<file path="config.mk">
export PLATFORM = sky130hd
export DESIGN_NAME = dzmmu
export DESIGN_NICKNAME = d
export VERILOG_FILES = /design/src/rtl/dzmmu_pkg.sv /design/src/rtl/dzmmu_timer.sv /design/src/rtl/dzmmu.sv
export SDC_FILE = /design/constraint.sdc
export NUM_CORES = 1
export LEC_CHECK = 0
export CAP_MARGIN = 20
export CORE_AREA = 2 2 266 294
export DETAILED_ROUTE_END_ITERATION = 16
export DIE_AREA = 0 0 268 296
export PLACE_DENSITY = 0.7
export SLEW_MARGIN = 20
export SYNTH_ARGS = -nofsm -noshare
export SYNTH_HDL_FRONTEND = slang
export SYNTH_HIERARCHICAL = 1
export SYNTH_SLANG_ARGS = --single-unit
</file>
<file path="constraint.sdc">
create_clock -name iClock -period 7.84 [get_ports iClock]
set_input_delay 1.96 -clock iClock [delete_from_list [all_inputs] [get_ports iClock]]
set_output_delay 1.96 -clock iClock [all_outputs]
set_load 0.02 [all_outputs]
</file>
<file path="src/rtl/dzmmu_pkg.sv">
// dzmmu_pkg -- shared definitions for the dzcpu memory-side responder.
//
// Contents:
//   - CPU-visible address constants for the timer, interrupt registers and HRAM
//   - interrupt bit indices inside IF / IE
//   - timer register index and address-decode target enums
//   - decode_addr(): maps a CPU address to the block that serves it
//
// Configuration macro used by the files importing this package: DZMMU_TIMER_EN
package dzmmu_pkg;

  // Timer registers occupy four consecutive bytes; their low two address
  // bits double as the register index inside dzmmu_timer.
  localparam logic [15:0] ADDR_DIV  = 16'hFF04;
  localparam logic [15:0] ADDR_TIMA = 16'hFF05;
  localparam logic [15:0] ADDR_TMA  = 16'hFF06;
  localparam logic [15:0] ADDR_TAC  = 16'hFF07;
  localparam logic [15:0] ADDR_IF   = 16'hFF0F;
  localparam logic [15:0] ADDR_IE   = 16'hFFFF;

  localparam logic [15:0] HRAM_BASE  = 16'hFF80;
  localparam logic [15:0] HRAM_LAST  = 16'hFFFE;
  localparam int          HRAM_DEPTH = 127;

  // Interrupt bit positions in IF / IE
  localparam int irq_vblank = 0;
  localparam int irq_stat   = 1;
  localparam int irq_timer  = 2;
  localparam int irq_serial = 3;
  localparam int irq_joypad = 4;

  typedef enum logic [1:0] {
    TREG_DIV  = 2'd0,
    TREG_TIMA = 2'd1,
    TREG_TMA  = 2'd2,
    TREG_TAC  = 2'd3
  } treg_e;

  typedef enum logic [2:0] {
    SEL_EXT   = 3'd0,
    SEL_TIMER = 3'd1,
    SEL_IF    = 3'd2,
    SEL_HRAM  = 3'd3,
    SEL_IE    = 3'd4
  } sel_e;

  // Anything not claimed on-chip goes to the external port.
  function automatic sel_e decode_addr(input logic [15:0] addr);
    sel_e s;
    s = SEL_EXT;
    if (addr >= ADDR_DIV && addr <= ADDR_TAC) begin
      s = SEL_TIMER;
    end else if (addr == ADDR_IF) begin
      s = SEL_IF;
    end else if (addr >= HRAM_BASE && addr <= HRAM_LAST) begin
      s = SEL_HRAM;
    end else if (addr == ADDR_IE) begin
      s = SEL_IE;
    end
    return s;
  endfunction

endpackage

</file>
<file path="src/rtl/dzmmu_timer.sv">
// dzmmu_timer -- DIV / TIMA / TMA / TAC timer block.
//
// A 16-bit free-running counter (DIV is its upper byte) feeds a selectable
// tap. TIMA counts falling edges of (tap & TAC[2]); on overflow it reloads
// from TMA in the same edge and pulses oOverflow.
//
// Ports:
//   iClock     in   system clock
//   iReset     in   asynchronous active-low reset
//   iWe        in   write strobe, already qualified by the timer address decode
//   iRegIdx    in   2-bit register index: 0 DIV, 1 TIMA, 2 TMA, 3 TAC
//   iData      in   write data
//   oData      out  combinational read value of the indexed register
//   oOverflow  out  high in the cycle whose rising edge reloads TIMA from TMA
//
// Instantiated by dzmmu only when DZMMU_TIMER_EN is defined.
module dzmmu_timer
  import dzmmu_pkg::*;
(
  input  logic       iClock,
  input  logic       iReset,
  input  logic       iWe,
  input  logic [1:0] iRegIdx,
  input  logic [7:0] iData,
  output logic [7:0] oData,
  output logic       oOverflow
);

  logic [15:0] r_cnt;
  logic [7:0]  r_tima;
  logic [7:0]  r_tma;
  logic [2:0]  r_tac;

  logic        w_wr_div;
  logic        w_wr_tima;
  logic        w_wr_tma;
  logic        w_wr_tac;
  logic [15:0] w_cnt_nxt;
  logic [7:0]  w_tma_nxt;
  logic [2:0]  w_tac_nxt;
  logic [7:0]  w_tima_nxt;
  logic        w_inc;
  logic        w_ovf;

  // Gated tap: the bit TIMA counts falling edges of.
  function automatic logic tap_sig(input logic [15:0] cnt, input logic [2:0] tac);
    logic t;
    case (tac[1:0])
      2'b00:   t = cnt[9];
      2'b01:   t = cnt[3];
      2'b10:   t = cnt[5];
      default: t = cnt[7];
    endcase
    return t & tac[2];
  endfunction

  always_comb begin
    w_wr_div   = iWe && (iRegIdx == TREG_DIV);
    w_wr_tima  = iWe && (iRegIdx == TREG_TIMA);
    w_wr_tma   = iWe && (iRegIdx == TREG_TMA);
    w_wr_tac   = iWe && (iRegIdx == TREG_TAC);

    w_cnt_nxt  = w_wr_div ? 16'h0000 : r_cnt + 16'd1;
    w_tac_nxt  = w_wr_tac ? iData[2:0] : r_tac;
    w_tma_nxt  = w_wr_tma ? iData : r_tma;

    // The edge is detected between the current and next register values,
    // so a DIV clear or TAC change that drops a high tap counts as a fall.
    w_inc      = tap_sig(r_cnt, r_tac) & ~tap_sig(w_cnt_nxt, w_tac_nxt);

    // A CPU write to TIMA overrides the increment and any reload with it.
    w_ovf      = w_inc && (r_tima == 8'hFF) && !w_wr_tima;

    w_tima_nxt = r_tima;
    if (w_wr_tima) begin
      w_tima_nxt = iData;
    end else if (w_ovf) begin
      w_tima_nxt = w_tma_nxt;
    end else if (w_inc) begin
      w_tima_nxt = r_tima + 8'd1;
    end
  end

  always_ff @(posedge iClock or negedge iReset) begin
    if (!iReset) begin
      r_cnt  <= 16'h0000;
      r_tima <= 8'h00;
      r_tma  <= 8'h00;
      r_tac  <= 3'b000;
    end else begin
      r_cnt  <= w_cnt_nxt;
      r_tima <= w_tima_nxt;
      r_tma  <= w_tma_nxt;
      r_tac  <= w_tac_nxt;
    end
  end

  always_comb begin
    case (iRegIdx)
      TREG_DIV:  oData = r_cnt[15:8];
      TREG_TIMA: oData = r_tima;
      TREG_TMA:  oData = r_tma;
      default:   oData = {5'b11111, r_tac};
    endcase
  end

  assign oOverflow = w_ovf;

endmodule

</file>
<file path="src/rtl/dzmmu.sv">
// dzmmu -- memory-side responder for the dzcpu MCU bus.
//
// Decodes every CPU address: FF04-FF07 timer, FF0F IF, FF80-FFFE HRAM,
// FFFF IE, everything else forwarded to the external port. Read data is
// registered: address in cycle N, oMCUData valid in cycle N+1.
//
// Ports:
//   iClock    in   system clock
//   iReset    in   asynchronous active-low reset
//   iMCUAddr  in   CPU address
//   iMCUData  in   CPU write data
//   iMCUwe    in   CPU write strobe (one cycle per byte)
//   oMCUData  out  registered read data
//   oExtSel   out  access targets the external port (combinational)
//   oExtAddr  out  pass-through of iMCUAddr
//   oExtData  out  pass-through of iMCUData
//   oExtWe    out  iMCUwe qualified by oExtSel
//   iExtData  in   external combinational read data
//   iIrqReq   in   one-cycle interrupt set pulses (vblank, stat, timer, serial, joypad)
//   oIF       out  interrupt flag register
//   oIE       out  interrupt enable register
//
// Configuration: define DZMMU_TIMER_EN to build the timer. Without it the
// timer addresses read 8'hFF, swallow writes, and IF[2] is set only by
// iIrqReq[2].
module dzmmu
  import dzmmu_pkg::*;
(
  input  logic        iClock,
  input  logic        iReset,
  input  logic [15:0] iMCUAddr,
  input  logic [7:0]  iMCUData,
  input  logic        iMCUwe,
  output logic [7:0]  oMCUData,
  output logic        oExtSel,
  output logic [15:0] oExtAddr,
  output logic [7:0]  oExtData,
  output logic        oExtWe,
  input  logic [7:0]  iExtData,
  input  logic [4:0]  iIrqReq,
  output logic [4:0]  oIF,
  output logic [7:0]  oIE
);

  sel_e       w_sel;
  logic [7:0] w_timer_rd;
  logic       w_timer_ovf;
  logic [6:0] w_hram_idx;
  logic [7:0] w_rd_data;
  logic [4:0] w_if_nxt;

  logic [7:0] r_mcu_data;
  logic [4:0] r_if;
  logic [7:0] r_ie;
  logic [7:0] r_hram [HRAM_DEPTH];

  assign w_sel      = decode_addr(iMCUAddr);
  // FF80..FFFE map straight onto entries 0..126 through the low 7 bits.
  assign w_hram_idx = iMCUAddr[6:0];

  assign oExtSel  = (w_sel == SEL_EXT);
  assign oExtAddr = iMCUAddr;
  assign oExtData = iMCUData;
  assign oExtWe   = iMCUwe & oExtSel;

`ifdef DZMMU_TIMER_EN
  dzmmu_timer u_timer (
    .iClock    (iClock),
    .iReset    (iReset),
    .iWe       (iMCUwe && (w_sel == SEL_TIMER)),
    .iRegIdx   (iMCUAddr[1:0]),
    .iData     (iMCUData),
    .oData     (w_timer_rd),
    .oOverflow (w_timer_ovf)
  );
`else
  assign w_timer_rd  = 8'hFF;
  assign w_timer_ovf = 1'b0;
`endif

  // Set sources are OR-ed after the write so a clearing write cannot
  // drop a request landing on the same edge.
  always_comb begin
    w_if_nxt = (iMCUwe && (w_sel == SEL_IF)) ? iMCUData[4:0] : r_if;
    w_if_nxt = w_if_nxt | iIrqReq;
    w_if_nxt[irq_timer] = w_if_nxt[irq_timer] | w_timer_ovf;
  end

  always_comb begin
    case (w_sel)
      SEL_TIMER: w_rd_data = w_timer_rd;
      SEL_IF:    w_rd_data = {3'b111, r_if};
      SEL_HRAM:  w_rd_data = r_hram[w_hram_idx];
      SEL_IE:    w_rd_data = r_ie;
      default:   w_rd_data = iExtData;
    endcase
  end

  always_ff @(posedge iClock or negedge iReset) begin
    if (!iReset) begin
      r_mcu_data <= 8'h00;
      r_if       <= 5'b00000;
      r_ie       <= 8'h00;
    end else begin
      r_mcu_data <= w_rd_data;
      r_if       <= w_if_nxt;
      if (iMCUwe && (w_sel == SEL_IE)) begin
        r_ie <= iMCUData;
      end
    end
  end

  // HRAM keeps its contents across reset.
  always_ff @(posedge iClock) begin
    if (iMCUwe && (w_sel == SEL_HRAM)) begin
      r_hram[w_hram_idx] <= iMCUData;
    end
  end

  assign oMCUData = r_mcu_data;
  assign oIF      = r_if;
  assign oIE      = r_ie;

endmodule

</file>
==> out/metrics.cfg <==
[pwr]
powerDensity_nw_per_um2 = 246.8
vdd_drop_max_mv = 0.1477
p_leak_nw = 14.34

[grt]
grt_max_degree = 133
grt_pass1_wl_um = 161100
grt_use_total_pct = 28.50
grt_overflow_total = 0
antenna_found_initial = 3
grt_pass1_vias = 22937

[worst_setup_path]
required_ns = 5.88
cp_max_fo = 14
critPathKind = in -> out
cp-end-kind = primary output
critPathLaunchType = input port
critPathArrivalTime_ns = 4.82

[synthesis]
synth_edf_count = 1016
yosysTopAreaCell = edfxtp_1
syn_avg_cell_area_um2 = 17.62
syn_inst = 2326
synthDistinctLibCells = 73
ys_seq_elements = 1037
yosysWarnings = 6
ys_top_cells_by_area = edfxtp_1, mux4_2, mux2i_1
synth_area_um2 = 40990
async_flop_share_pct = 2.025
yosysMostFrequentCell = edfxtp_1
synth_flop_cell = edfxtp_1
netlist_top_cells_count = edfxtp_1, nor2_1, o22ai_1
synth_fp_nets = 2366
yosysTopAreaCellShare_pct = 74.43
ys_seq_area_share_pct = 75.71

[place]
port_buffers = 86
place_inst = 3349
gp_congestion = 0.9481
dp_hpwl_um = 67610

[clocking]
cts_sinks = 1037
htree_levels = 3
postCtsSetupRepairBufs = 0
cts_buffer_depth = 3
cts_buffers = 96
insertion_delay_ns = 0.67
cts_tree = built
cts.repair.resized = 0
cts-root-buf = clkbuf_16
clkTransAtPathRegs_ns = 0.06
postCtsHoldBufs = 0

[sta]
max_slew_margin_pct = 22.53
post-route-min-period_ns = 6.777
period_share_pct = 86.44
setup-violations-final = 0
final.setup_skew_ns = 0.02621
hold_viol_final = 0
tightest_slew_ns = 1.150
rsz0062_at_grt = false
fin_hold_ws_ns = 0.5230
fmax_ghz = 0.1476
slew_violations = 0
tns_ns = 0

[die]
die_x_um = 268
fp-row-count = 107
core_region_area_um2 = 76710
io_pins = 87
dieArea_um2 = 79330
fp.dieH_um = 296
start_util_pct = 53.43

[hold_path]
min_path_type = reg -> reg

[route]
drt-pass1-iter-count = 6
vias_per_cell = 6.685
wl_um = 112400
vias = 23612
drc = 0
drtIter0Drc = 3588
post_drt_wl_per_cell_um = 31.83
antenna_left = 0

[cells_and_area]
fill_cells = 5493
final_cell_count_no_fill = 3532
syn_to_final_growth_pct = 11.48
drive_gt1_share_pct = 16.28
nets = 2452

[flow_run]
drv_cap = 0

[run_status]
outcome = completed

cells by family after synthesis:
family | count (synthesis) | share of synthesized area (%)
AO/OA/AOI/OAI | 493 | 8.034
buffers and inverters | 185 | 2.930
flip-flops | 1037 | 75.71
multiplexers | 238 | 9.261
AND/OR/NAND/NOR | 373 | 4.063
worst max-delay path: stages:
cell	delay [ns]
clkdlybuf4s50_1	0.40
buf_4	0.20
or2_2	0.35
a2111oi_1	0.92
o21a_1	0.19
buf_4	0.19
inv_1	0.07
clkdlybuf4s50_1	0.54
cell type report:
cell class / instances / area, um2 / share of cell area [%]
well taps: 1035 / 1295 / 2.834
multi-input cells: 1104 / 8773 / 19.20
inverters: 9 / 33.78 / 0.07393
clock buffers: 121 / 2557 / 5.597
clock inverters: 59 / 520.5 / 1.139
flip-flops and latches: 1037 / 31030 / 67.92
repair buffers: 164 / 1474 / 3.225
diodes: 3 / 7.507 / 0.01643
state kept, by name, indices dropped and copies added, names as in the netlist:
signal and flops:
oIF 5, oMCUData 8, r_hram 1016, oIE 8
where the power goes:
part	switching (W)	internal, W
clock	0.00202	0.00256
sequential	0.00000110	0.00608
combinational	0.000431	0.000182
cell usage in the layout, fill, tap and decap left out, types with 8 or more instances in the layout:
master | synthesis | layout
edfxtp_1 | 1016 | 1016
nor2_1 | 193 | 192
o22ai_1 | 114 | 114
o21ai_0 | 105 | 105
clkbuf_16 | 0 | 97
mux4_2 | 86 | 86
mux2i_1 | 86 | 86
buf_4 | 57 | 82
clkdlybuf4s50_1 | 0 | 74
a21oi_1 | 72 | 72
o221ai_1 | 65 | 65
nand2_1 | 63 | 62
mux2_2 | 49 | 49
clkinv_2 | 0 | 29
nand3_1 | 29 | 27
a211oi_1 | 23 | 23
dfrtp_1 | 21 | 21
clkbuf_1 | 32 | 20
or2_2 | 17 | 17
mux4_1 | 17 | 17
a221oi_1 | 15 | 15
nor3_1 | 15 | 15
o211ai_1 | 14 | 14
a22oi_1 | 12 | 12
a31oi_1 | 12 | 12
clkinv_1 | 1 | 12
nor2b_1 | 9 | 9
and2_1 | 8 | 8
worst paths after layout:
check	from	to	slack (ns)	cells past startpoint
worst max-delay path	iMCUAddr[6]	oExtSel	1.06	8
worst min-delay path	oIF[3]	oIF[3]	0.52	1
worst max register to register	r_hram[31][5]	oMCUData[5]	4.81	7
worst min register to register	oIF[3]	oIF[3]	0.52	1
max in group asynchronous	iReset	oIF[3]	5.41	1
min in group asynchronous	iReset	oIF[0]	1.83	1
per-layer routing:
| metal | vias up | share of wire (%) | GRT usage (%) |
|---|---|---|---|
| met5 | - | 0.027 | 0 |
| met4 | 4 | 5.2 | 13.88 |
| met3 | 337 | 12 | 7.448 |
| met2 | 1698 | 46 | 43.25 |
| met1 | 11946 | 37 | 38.72 |
| li1 | 9627 | - | - |
through the flow:
step | power [W] | cell area [um2] | worst slack [ns] | util, %
4_1_cts | 0.01130 | 45680 | 1.004 | 59.55
5_1_grt | 0.01154 | 45690 | 1.123 | 59.56
2_1_floorplan | 0.006524 | 40990 | 2.497 | -
3_5_place_dp | 0.006802 | 42600 | 1.028 | 55.54
6_report | 0.01128 | 45700 | 1.063 | 59.57
3_3_place_gp | 0.006794 | 42600 | 1.058 | 55.54
No activity file was read; power rests on OpenSTA's default activity.
